File: src/rtl/generate_proof_hls_deadlock_report_unit.sv
// Central deadlock controller for the HLS dataflow region. Collects the
// per-process deadlock flags, injects an origin pulse into one process,
// follows the report token around the dependency ring, kills the token and
// then streams the recorded process cycle out over a valid/ready port.
module generate_proof_hls_deadlock_report_unit #(
  parameter  int PROC_NUM    = 4,
  parameter  int TRACE_DEPTH = 8,
  parameter  int TIMEOUT_W   = 16,
  localparam int IDX_W       = (PROC_NUM > 1) ? $clog2(PROC_NUM) : 1,
  localparam int CNT_W       = $clog2(TRACE_DEPTH + 1)
) (
  input  logic                 clock,
  input  logic                 reset,
  input  logic [PROC_NUM-1:0]  dl_detect_in,
  input  logic [PROC_NUM-1:0]  token_visit_vec,
  input  logic [TIMEOUT_W-1:0] cycle_budget,
  output logic [PROC_NUM-1:0]  origin,
  output logic                 token_clear,
  output logic                 dl_detect_out,
  output logic                 report_valid,
  input  logic                 report_ready,
  output logic [IDX_W-1:0]     report_proc,
  output logic                 report_last,
  output logic                 report_overflow,
  output logic                 timeout_err
);

  // Address width of the trace storage (may be narrower than the entry count)
  localparam int TR_W = (TRACE_DEPTH > 1) ? $clog2(TRACE_DEPTH) : 1;
  localparam logic [CNT_W-1:0] DEPTH_C = CNT_W'(TRACE_DEPTH);
  localparam logic [CNT_W-1:0] ONE_C   = CNT_W'(1);
  localparam logic [PROC_NUM-1:0] ONE_HOT0 = {{(PROC_NUM-1){1'b0}}, 1'b1};

  typedef enum logic [2:0] {IDLE, ARM, WALK, CLEAR, REPORT, DONE} state_t;

  state_t               state_q, state_d;
  logic [IDX_W-1:0]     org_q, org_d;
  logic [IDX_W-1:0]     last_q, last_d;
  logic [TIMEOUT_W-1:0] budget_q, budget_d;
  logic [TIMEOUT_W-1:0] timer_q, timer_d;
  logic [CNT_W-1:0]     cnt_q, cnt_d;
  logic [CNT_W-1:0]     rd_q, rd_d;
  logic                 overflow_q, overflow_d;
  logic                 timeout_q, timeout_d;
  logic [IDX_W-1:0]     trace_q [TRACE_DEPTH];
  logic [IDX_W-1:0]     trace_d [TRACE_DEPTH];

  logic [IDX_W-1:0]     det_idx;
  logic [IDX_W-1:0]     vis_idx;
  logic [TIMEOUT_W-1:0] timer_inc;
  logic                 loop_closed;

  // Priority pick: the lowest-numbered set bit wins
  function automatic logic [IDX_W-1:0] lowest_idx(input logic [PROC_NUM-1:0] v);
    lowest_idx = '0;
    for (int i = PROC_NUM - 1; i >= 0; i--) begin
      if (v[i]) lowest_idx = IDX_W'(i);
    end
  endfunction

  // State and trace registers; reset aborts any walk without a token kill
  always_ff @(posedge clock or posedge reset) begin
    if (reset) begin
      state_q    <= IDLE;
      org_q      <= '0;
      last_q     <= '0;
      budget_q   <= '0;
      timer_q    <= '0;
      cnt_q      <= '0;
      rd_q       <= '0;
      overflow_q <= 1'b0;
      timeout_q  <= 1'b0;
      for (int i = 0; i < TRACE_DEPTH; i++) trace_q[i] <= '0;
    end else begin
      state_q    <= state_d;
      org_q      <= org_d;
      last_q     <= last_d;
      budget_q   <= budget_d;
      timer_q    <= timer_d;
      cnt_q      <= cnt_d;
      rd_q       <= rd_d;
      overflow_q <= overflow_d;
      timeout_q  <= timeout_d;
      for (int i = 0; i < TRACE_DEPTH; i++) trace_q[i] <= trace_d[i];
    end
  end

  // Next-state logic: detection, token walk bookkeeping and report sequencing
  always_comb begin
    state_d     = state_q;
    org_d       = org_q;
    last_d      = last_q;
    budget_d    = budget_q;
    timer_d     = timer_q;
    cnt_d       = cnt_q;
    rd_d        = rd_q;
    overflow_d  = overflow_q;
    timeout_d   = timeout_q;
    trace_d     = trace_q;
    loop_closed = 1'b0;
    det_idx     = lowest_idx(dl_detect_in);
    vis_idx     = lowest_idx(token_visit_vec);
    timer_inc   = (timer_q == '1) ? timer_q : timer_q + TIMEOUT_W'(1);

    case (state_q)
      IDLE: begin
        if (|dl_detect_in) begin
          org_d      = det_idx;
          last_d     = det_idx;
          budget_d   = cycle_budget;
          trace_d[0] = det_idx;
          cnt_d      = ONE_C;
          timer_d    = '0;
          state_d    = ARM;
        end
      end
      ARM: state_d = WALK;
      WALK: begin
        timer_d = timer_inc;
        if (|token_visit_vec) begin
          if (vis_idx == org_q) begin
            loop_closed = 1'b1;
            state_d     = CLEAR;
          end else if (vis_idx != last_q) begin
            if (cnt_q < DEPTH_C) begin
              trace_d[cnt_q[TR_W-1:0]] = vis_idx;
              cnt_d = cnt_q + ONE_C;
            end else begin
              overflow_d = 1'b1;
            end
            last_d = vis_idx;
          end
        end
        if (!loop_closed && (budget_q != '0) && (timer_inc == budget_q)) begin
          timeout_d = 1'b1;
          state_d   = CLEAR;
        end
      end
      CLEAR: begin
        rd_d    = '0;
        state_d = REPORT;
      end
      REPORT: begin
        if (report_ready) begin
          if (rd_q == cnt_q - ONE_C) state_d = DONE;
          else                       rd_d    = rd_q + ONE_C;
        end
      end
      DONE: state_d = DONE;
      default: state_d = IDLE;
    endcase
  end

  // Output decode from registered state only
  always_comb begin
    origin          = (state_q == ARM) ? (ONE_HOT0 << org_q) : '0;
    token_clear     = (state_q == CLEAR);
    dl_detect_out   = (state_q != IDLE);
    report_valid    = (state_q == REPORT);
    report_proc     = (state_q == REPORT) ? trace_q[rd_q[TR_W-1:0]] : '0;
    report_last     = (state_q == REPORT) && (rd_q == cnt_q - ONE_C);
    report_overflow = overflow_q;
    timeout_err     = timeout_q;
  end

endmodule

File: config.mk
export PLATFORM = sky130hd
export DESIGN_NAME = generate_proof_hls_deadlock_report_unit
export DESIGN_NICKNAME = d
export VERILOG_FILES = /design/src/rtl/generate_proof_hls_deadlock_report_unit.sv
export SDC_FILE = /design/constraint.sdc
export NUM_CORES = 1
export LEC_CHECK = 0
export CORE_ASPECT_RATIO = 1.2
export CORE_MARGIN = 2
export CORE_UTILIZATION = 60
export DETAILED_ROUTE_END_ITERATION = 8
export DONT_BUFFER_PORTS = 1
export PLACE_DENSITY_LB_ADDON = 0.08
export SLEW_MARGIN = 15
export SYNTH_ARGS = -nofsm -noshare
export SYNTH_HDL_FRONTEND = slang
export SYNTH_SLANG_ARGS = --single-unit
File: constraint.sdc
create_clock -name clock -period 6.85 [get_ports clock]
set_input_delay 2.055 -clock clock [delete_from_list [all_inputs] [get_ports clock]]
set_output_delay 2.055 -clock clock [all_outputs]
set_load 0.005 [all_outputs]
Word-level counts from Yosys, hierarchy flattened

Cells that the tools add are included.

Bits in writable memories: 0
Output and inout port bits: 12
Bits in latches: 0
Register bits: 65
Logic and storage cells: 119
ROM bits: 0
Memories: 0
Input bits: 27

Bitwise operators: 4
$mul: 0
Equal/unequal tests: 20
Magnitude comparators: 4
Shifts and indexed selects: 1
Reductions and logical operators: 21
$add $sub $neg: 4
Div/mod/pow operators: 0
Muxes and demuxes: 48

Operators with widths:

| cell                                                                   | count |
|---|---|
| 16-bit two-way mux                                                     | 6 |
| 2-bit two-way mux                                                      | 16 |
| 4-bit two-way mux                                                      | 8 |
| 16-bit case mux with 2 select lines                                    | 1 |
| 5-bit AND reduction                                                    | 4 |
| 3-bit two-way mux                                                      | 6 |
| 3-bit case mux with 6 select lines                                     | 1 |
| 16-bit by 1-bit adder with 16-bit output (second input constant)       | 1 |
| 16-bit bitwise mux                                                     | 1 |
| 16-bit equality test                                                   | 1 |
| 16-bit equality test (second input constant)                           | 1 |
| 4-bit case mux with 2 select lines                                     | 2 |
| 16-bit nonzero test                                                    | 1 |
| 2-bit inequality test (second input constant)                          | 6 |
| 4-bit by 1-bit adder with 4-bit output (second input constant)         | 2 |
| 4-bit greater-or-equal comparator (second input constant)              | 2 |
| 3-bit NOT with 4-bit output                                            | 2 |
| 2-bit case mux with 2 select lines                                     | 2 |
| 4-bit OR reduction                                                     | 2 |
| 2-bit binary-select mux with 3-bit select                              | 1 |
| 2-bit demux with 3-bit select                                          | 1 |
| 3-bit by 2-bit equality test with 1-bit output (second input constant) | 2 |
| 3-bit equality test (second input constant)                            | 2 |
| 3-bit inequality test (second input constant)                          | 2 |
| 19 further kinds                                                       | 29 |

Depth between registers and ports, before layout

Gate-level depths: netlist of the first run.

Depth after elaboration: 13
Mapped depth: 10
Depth with buffers taken out: 9

Worst setup path after synthesis of the first run

Ideal clock, no wire load.

Path type: input port to flip-flop
Start point: in token_visit_vec[0]
End point: reg trace_q[12] in the netlist's numbering
Path buffers: 2
Stages: 8
Slack: 3.003 ns
Data required time: 6.725 ns
Arrival time: 3.722 ns
Setup time: 0.125 ns
Cells stage by stage: buf_2 nor3_2 xnor2_1 a211oi_2 o22a_1 buf_4 and4_1 mux2_2

Cells in the longest elaborated chain, start to end: 4
Elaborated cells on any way between the ends: 7
Classes of those cells: 2 x eq/ne; 2 x mux; 1 x bitwise; 2 x reduce/logical

RTL lines:

| item                                 | line | text |
|---|---|---|
| start, declared                      | 15   | `input logic [PROC_NUM-1:0] token_visit_vec,` |
| 2-bit two-way mux                    | 57   | `if (v[i]) lowest_idx = IDX_W'(i);` |
| 2-bit equality test                  | 121  | `if (vis_idx == org_q) begin` |
| 1-bit NOT (no source line)           | n/a  |  |
| 5-bit AND reduction (no source line) | n/a  |  |
| end, declared                        | 45   | `logic [IDX_W-1:0] trace_q [TRACE_DEPTH];` |

Parallel ways exist; a longest one is shown, timed or not.
A chain may end at the register's enable or synchronous reset.

Worst setup path after layout of the first run

Start point: reg cnt_q[0]
End point: out report_last

Cells in the longest elaborated chain, start to end: 3

RTL lines:

| item                                        | line | text |
|---|---|---|
| start, declared                             | 41   | `logic [CNT_W-1:0] cnt_q, cnt_d;` |
| start signal, assigned                      | 80   | `cnt_q <= cnt_d;` |
| 4-bit by 1-bit subtractor with 4-bit output | 161  | `report_last = (state_q == REPORT) && (rd_q == cnt_q - ONE_C);` |
| 4-bit equality test                         | 161  |  |
| 1-bit logical AND                           | 161  |  |
| end, declared                               | 23   | `output logic report_last,` |

Every way passes these cells.

==> impl_results.md, run 1 <==
- Largest cells by area after synthesis: dfrtp_1 (39%), mux2_2 (9.2%), xnor2_1 (3.4%)
- Yosys top cell by area: dfrtp_1
- 1st-iter DRT viols: between 200 and 250
- Synth unique cells: 69
- Sw frac: 0.410
- P_leak: between 1.5 and 2 nW
- Tightest Pin Transition: between 800 and 900 ps
- Clk_lat worst skew: approximately 350 ps
- Avg Synthesized Cell Area: around 9.7 sq um
- Setup repair bufs after CTS: 0
- CTS Sinks: 65
- Hold Path Class: reg -> reg
- Area Overhead vs Synth: 3.75%
- Gate power share: 0.413
- Worst EP arrival: ~2000 ps
- RSZ-0062 raised after global routing: no
- TritonCTS clock tree: built
- Status: finished clean
- All-Layer GR Usage: 0.278
- Placed Instance Area: between 0.004 and 0.005 sq mm
- Cts bufs inserted: 9
- Setup TNS: 0 ps
- Core area: a little under 0.007 sq mm
- CP max FO: 11
- Via density: approximately 6.5
- Initial Utilization: 0.616
- Largest net degree at the start of global routing: 66
- Die area: around 0.0076 sq mm
- CP bufs+invs: 1
- Vias: around 3300
- Synth cell count leaders: dfrtp_1 (65), nand2_1 (36), mux2_2 (34), nor2_1 (34), o21ai_0 (22)
- Cts repair resizes: 0
- Root Driver: clkbuf_8
- Clk slew on worst S/H paths: 70 ps
- Clock Power Share: 0.189
- Final Max Slew Viols: 0
- Pre-CTS WS: 2690 ps
- GP Congestion: between 0.9 and 1
- Drt first pass iters: 5
- Sequential area share after synthesis: 0.390
- Period utilisation layout: 0.586
- Final #Nets: 450
- Mapped cell area: about 0.0042 sq mm
- Setup violations, final: 0
- # port buffers: 0
- Row Count: 33
- Io pins: 39
- Critical Path Start Type: flip-flop
- Peak VDD IR: between 0.2 and 0.3 mV
- Congestion Overflow GR: 0
- Vert. Die Dim: between 90 and 100 um
- Chip Width: roughly 80 um
- Wire per inst: just under 20 um
- DRC viols: 0
- Largest stage delay, worst path: 570 ps
- Cells along the critical path: inv_1 > ha_1 > xor2_1 > xnor2_1 > and2_1 > and3_1
- Post-synth EDFFs: 0
- Mapped Cells: between 400 and 500
- Fraction of layout cells with a size suffix above 1: 0.182
- First-pass GRT wire length: about 16000 um
- Async SR Flop Fraction: 1.00
- Share of the synthesized area in the top cell type: 0.390
- CTS Buffer Depth: 2
- Critical Path RT: roughly 4800 ps
- DRT Wirelength: about 10000 um
- Hold-fix buffers, CTS: 0
- H-tree levels: 3
- P_int: slightly below 1 mW
- # diodes: 0
- P_sw: ~0.67 mW
- Final core occ: 0.639
- Crit path capture type: output pin
- Max-Slew Margin vs Limit: 0.415
- Maximum clock frequency: 0.249 GHz
- Final Skew: 16.1 ps
- Most common cell in the synthesized netlist: dfrtp_1
- Crit path time final: ~4000 ps
- Max cap viols: 0
- Vias in the first global route: roughly 3100
- Crit-path slowest cell: dfrtp_1
- Slack of the critical path: 2830 ps
- Synthesized Nets: approximately 460
- PwrDens: about 380 mW/mm^2
- Top FF cell, synth: dfrtp_1
- Synthesis Warnings: 0
- Crit Path Class: reg -> out
- Flop pwr share: 0.398
- Crit path max-delay family: flip-flops
- Fill cells: between 500 and 600
- Post-DP HPWL: between 7000 and 8000 um
- Post-route design area: 0.00433 sq mm
- Initial antenna violation count: 0
- Seq cells post-synth: 65
- Final hold violations: 0
- Final hold slack: 505 ps
- Routed Antenna Nets: 0
-- through the flow --
stage | power (mW) | cells
CTS | 1.64 | 510
detailed placement | 1.33 | 495
global placement | 1.32 | 495
floorplan | 1.16 | 432
global route | 1.74 | 510
finish | 1.64 | 510
-- power groups by stage --
stage                     clock, mW  sequential (mW)  combinational [mW]
after floorplan                   0            0.577               0.587
after global placement            0            0.654               0.662
after detailed placement          0            0.658               0.672
after CTS                     0.314            0.652               0.677
after global routing          0.331            0.670               0.742
final                         0.309            0.652               0.675
-- worst paths after layout --
path | start | to | slack [ps] | depth (start not counted)
setup reg to reg | timer_q[0]$_DFFE_PP0P_ | timeout_err$_DFFE_PP0P_ | 3670 | 8
max in group asynchronous | reset | budget_q[5]$_DFFE_PP0P_ | 4470 | 2
hold reg to reg | trace_q[1]$_DFFE_PP0P_ | trace_q[1]$_DFFE_PP0P_ | 500 | 1
min in group asynchronous | reset | timer_q[0]$_DFFE_PP0P_ | 1820 | 2
setup / recovery | cnt_q[0]$_DFFE_PP0P_ | report_last | 2830 | 6
hold / removal | trace_q[1]$_DFFE_PP0P_ | trace_q[1]$_DFFE_PP0P_ | 500 | 1
-- layer usage --
metal | vias to the layer above | GRT usage | wire length (um)
met5 | - | 0 | 0
met2 | 113 | 0.466 | 5190
met1 | 1621 | 0.345 | 4050
met3 | 34 | 0.0445 | 418
li1 | 1556 | - | -
met4 | 0 | 0.141 | 425
-- final cells by class --
| class | instances | area [sq um] | area share |
|---|---|---|---|
| Inverter | 12 | 45.0 | 0.0104 |
| Multi-Input combinational cell | 329 | 2350 | 0.543 |
| Clock buffer | 13 | 169 | 0.0391 |
| Tap cell | 87 | 109 | 0.0252 |
| Clock inverter | 2 | 12.5 | 0.00289 |
| Sequential cell | 65 | 1630 | 0.376 |
| Timing Repair Buffer | 2 | 15.0 | 0.00347 |
-- state kept, by name (all words and copies together), names as in the netlist --
register / count
state_q: 3
timer_q: 16
timeout_err: 1
rd_q: 4
last_q: 2
cnt_q: 4
report_overflow: 1
budget_q: 16
trace_q: 16
org_q: 2
-- cells in the final DEF, fill, tap and decap left out, types with 3 or more instances in the layout --
master and count:
mux2i_1 9, or3_1 5, o211ai_1 3, nor2_1 34, mux4_2 4, dfrtp_1 65, nor4_1 7, xor2_1 8
a31o_2 4, clkbuf_8 12, o31ai_1 4, and2_1 4, nand3_1 11, nor3_1 13, a31oi_1 8, nor2b_1 6
o21ai_0 22, nand4_1 11, and3_1 7, nand2_1 36, xnor2_1 16, a21oi_1 14, inv_1 11, nor3b_1 3
nand2b_1 8, and4_1 4, ha_1 4, mux2_2 34
-- cells by family after synthesis --
group           after synthesis  synth area share
xor+xnor                     24            0.0504
mux                          47             0.135
fa+ha+maj                     4            0.0120
flops                        65             0.390
buf+inv                      38            0.0474
simple gates                170             0.231
compound gates               84             0.134
-- worst register-to-register path: stages (launching register included) --
cell and delay [ps]:
dfrtp_1 450, ha_1 400, nand4_4 190, nor4_4 740, mux2i_1 290, xor2_1 210, o211ai_1 120, or4_4 540
o21bai_1 160
(Power assumes the default switching activity.)
==> inputs of run 2 (changes only) <==
==> constraint.sdc (replaced) <==
create_clock -name clock -period 4 [get_ports clock]
set_input_delay 1.2 -clock clock [delete_from_list [all_inputs] [get_ports clock]]
set_output_delay 1.2 -clock clock [all_outputs]
set_load 0.005 [all_outputs]
==> impl_results.md, run 2 (same netlist as run 1, synthesis figures left out) <==
- Status: finished clean
- # diodes: 0
- Clock Power Share: 0.222
- All-Layer GR Usage: 0.278
- Die area: between 0.007 and 0.008 sq mm
- Biggest regs: budget_q: 16 flops, timer_q: 16 flops, trace_q: 16 flops
- Row Count: 33
- Slack of the critical path: a little under 900 ps
- Initial antenna violation count: 0
- Crit Path Class: reg -> out
- Setup repair bufs after CTS: 0
- Reg2reg setup slack: 1000 ps
- Final #Nets: approximately 450
- P_int: ~1.8 mW
- Crit path time final: between 3000 and 4000 ps
- Via density: about 6.4
- GP Congestion: around 0.96
- Gate power share: 0.396
- Period utilisation layout: 0.781
- First-pass GRT wire length: 15900 um
- CP max FO: 11
- Worst EP arrival: 1920 ps
- Final core occ: 0.650
- Root Driver: clkbuf_8
- Hold Path Origin: trace_q[11]$_DFFE_PP0P_
- Vias in the first global route: approximately 3200
- Vias: 3299
- RSZ-0062 raised after global routing: no
- Drt first pass iters: 8
- Tightest Pin Transition: 905 ps
- Crit path capture type: output pin
- Post-DP HPWL: between 7000 and 8000 um
- Critical Path Start Type: flip-flop
- Max-Slew Margin vs Limit: 0.389
- Commonest non-fill, non-tap cell in the layout: dfrtp_1
- Largest net degree at the start of global routing: 39
- CTS Buffer Depth: 2
- Placed Instance Area: roughly 0.0042 sq mm
- CTS Sinks: 65
- Initial Utilization: 0.616
- P_leak: around 1.8 nW
- Clk slew on worst S/H paths: around 70 ps
- Reg2reg path depth: 9
- Hold-fix buffers, CTS: 0
- Area Overhead vs Synth: 5.58%
- Final hold violations: 0
- Wire per inst: about 19 um
- Crit. Startpoint: cnt_q[0]$_DFFE_PP0P_
- Reg2reg end: state_q[0]$_DFFE_PP0P_
- Clk_lat worst skew: 360 ps
- # port buffers: 0
- Most frequent cells in the layout: dfrtp_1 (65), nand2_1 (36), nor2_1 (34), mux2_2 (34), o21ai_0 (22)
- Post-route design area: around 0.0044 sq mm
- Critical Path RT: ~2800 ps
- TritonCTS clock tree: built
- Core area: between 0.006 and 0.007 sq mm
- Congestion Overflow GR: 0
- Largest stage delay, worst path: around 550 ps
- Hold endpoint: trace_q[11]$_DFFE_PP0P_
- Cells along the critical path: inv_1 > ha_1 > xor2_1 > xnor2_1 > and2_1 > and3_1
- Crit-path slowest cell: dfrtp_1
- DRC viols: 0
- Sw frac: 0.400
- 1st-iter DRT viols: between 200 and 300
- PwrDens: about 660 mW/mm^2
- Setup violations, final: 0
- H-tree levels: 3
- DRT Wirelength: 10000 um
- Final Max Slew Viols: 0
- Maximum clock frequency: 0.320 GHz
- Hold depth: 1
- Io pins: 39
- Max cap viols: 0
- Hold Path Class: reg -> reg
- Fraction of layout cells with a size suffix above 1: 0.194
- Chip Width: approximately 80 um
- Routed Antenna Nets: 0
- Setup TNS: 0 ps
- Flop pwr share: 0.382
- P_sw: between 1 and 1.5 mW
- Cts repair resizes: 0
- Vert. Die Dim: roughly 95 um
- Peak VDD IR: around 0.40 mV
- Final Skew: about 13 ps
- Cts bufs inserted: 9
- Reg-to-Reg Start: timer_q[0]$_DFFE_PP0P_
- Pre-CTS WS: about 830 ps
## run 2: changes by cell type in the layout (fill, tap and decap cells not counted)
cell / before / now
buf_4: 2 / 6
clkbuf_1: 1 / 0
clkbuf_8: 12 / 10
inv_6: 0 / 1
clkinv_4: 0 / 1
bufinv_16: 0 / 2
## run 2: critical path: cells and delay by family, from the launching register on
kind | cells | cell delay [ps]
buf+inv | 1 | 110
simple gates | 2 | 400
fa+ha+maj | 1 | 220
xor+xnor | 2 | 300
flops | 1 | 550
## run 2: worst max path at each step
stage                                   end  slack (ps)  cells past startpoint
floorplan           trace_q[12]$_DFFE_PP0P_        1010                      8
global placement    trace_q[13]$_DFFE_PP0P_         920                      8
detailed placement  trace_q[12]$_DFFE_PP0P_         830                      8
CTS                             report_last         850                      6
global route                    report_last         720                      6
finish                          report_last         880                      6
## run 2: area by class of cell
cell class	count	area (sq um)
Fill cell	573	2370
Timing Repair Buffer	6	45.0
Inverter	12	45.0
Tap cell	87	109
Sequential cell	65	1630
Clock inverter	6	90.1
Multi-Input combinational cell	329	2350
Clock buffer	10	138
## run 2: layer usage
metal	vias to the layer above	part of all wire	track usage
li1	1575	-	-
met3	18	0.030	0.0369
met4	0	0.024	0.113
met1	1627	0.41	0.332
met5	-	0	0
met2	79	0.53	0.500
## run 2: power by group through the flow
stage | clock (mW) | combinational (mW) | sequential, mW
5_1_grt | 0.679 | 1.28 | 1.14
3_3_place_gp | 0 | 1.13 | 1.12
4_1_cts | 0.657 | 1.16 | 1.12
6_report | 0.650 | 1.16 | 1.12
2_1_floorplan | 0 | 1.01 | 0.988
3_5_place_dp | 0 | 1.16 | 1.12
## run 2: per-stage QoR
stage	instances	hold slack [ps]	total power, mW
2_1_floorplan	432	451	1.99
3_3_place_gp	499	483	2.25
3_5_place_dp	499	488	2.28
4_1_cts	515	504	2.94
5_1_grt	515	528	3.11
6_report	515	506	2.93
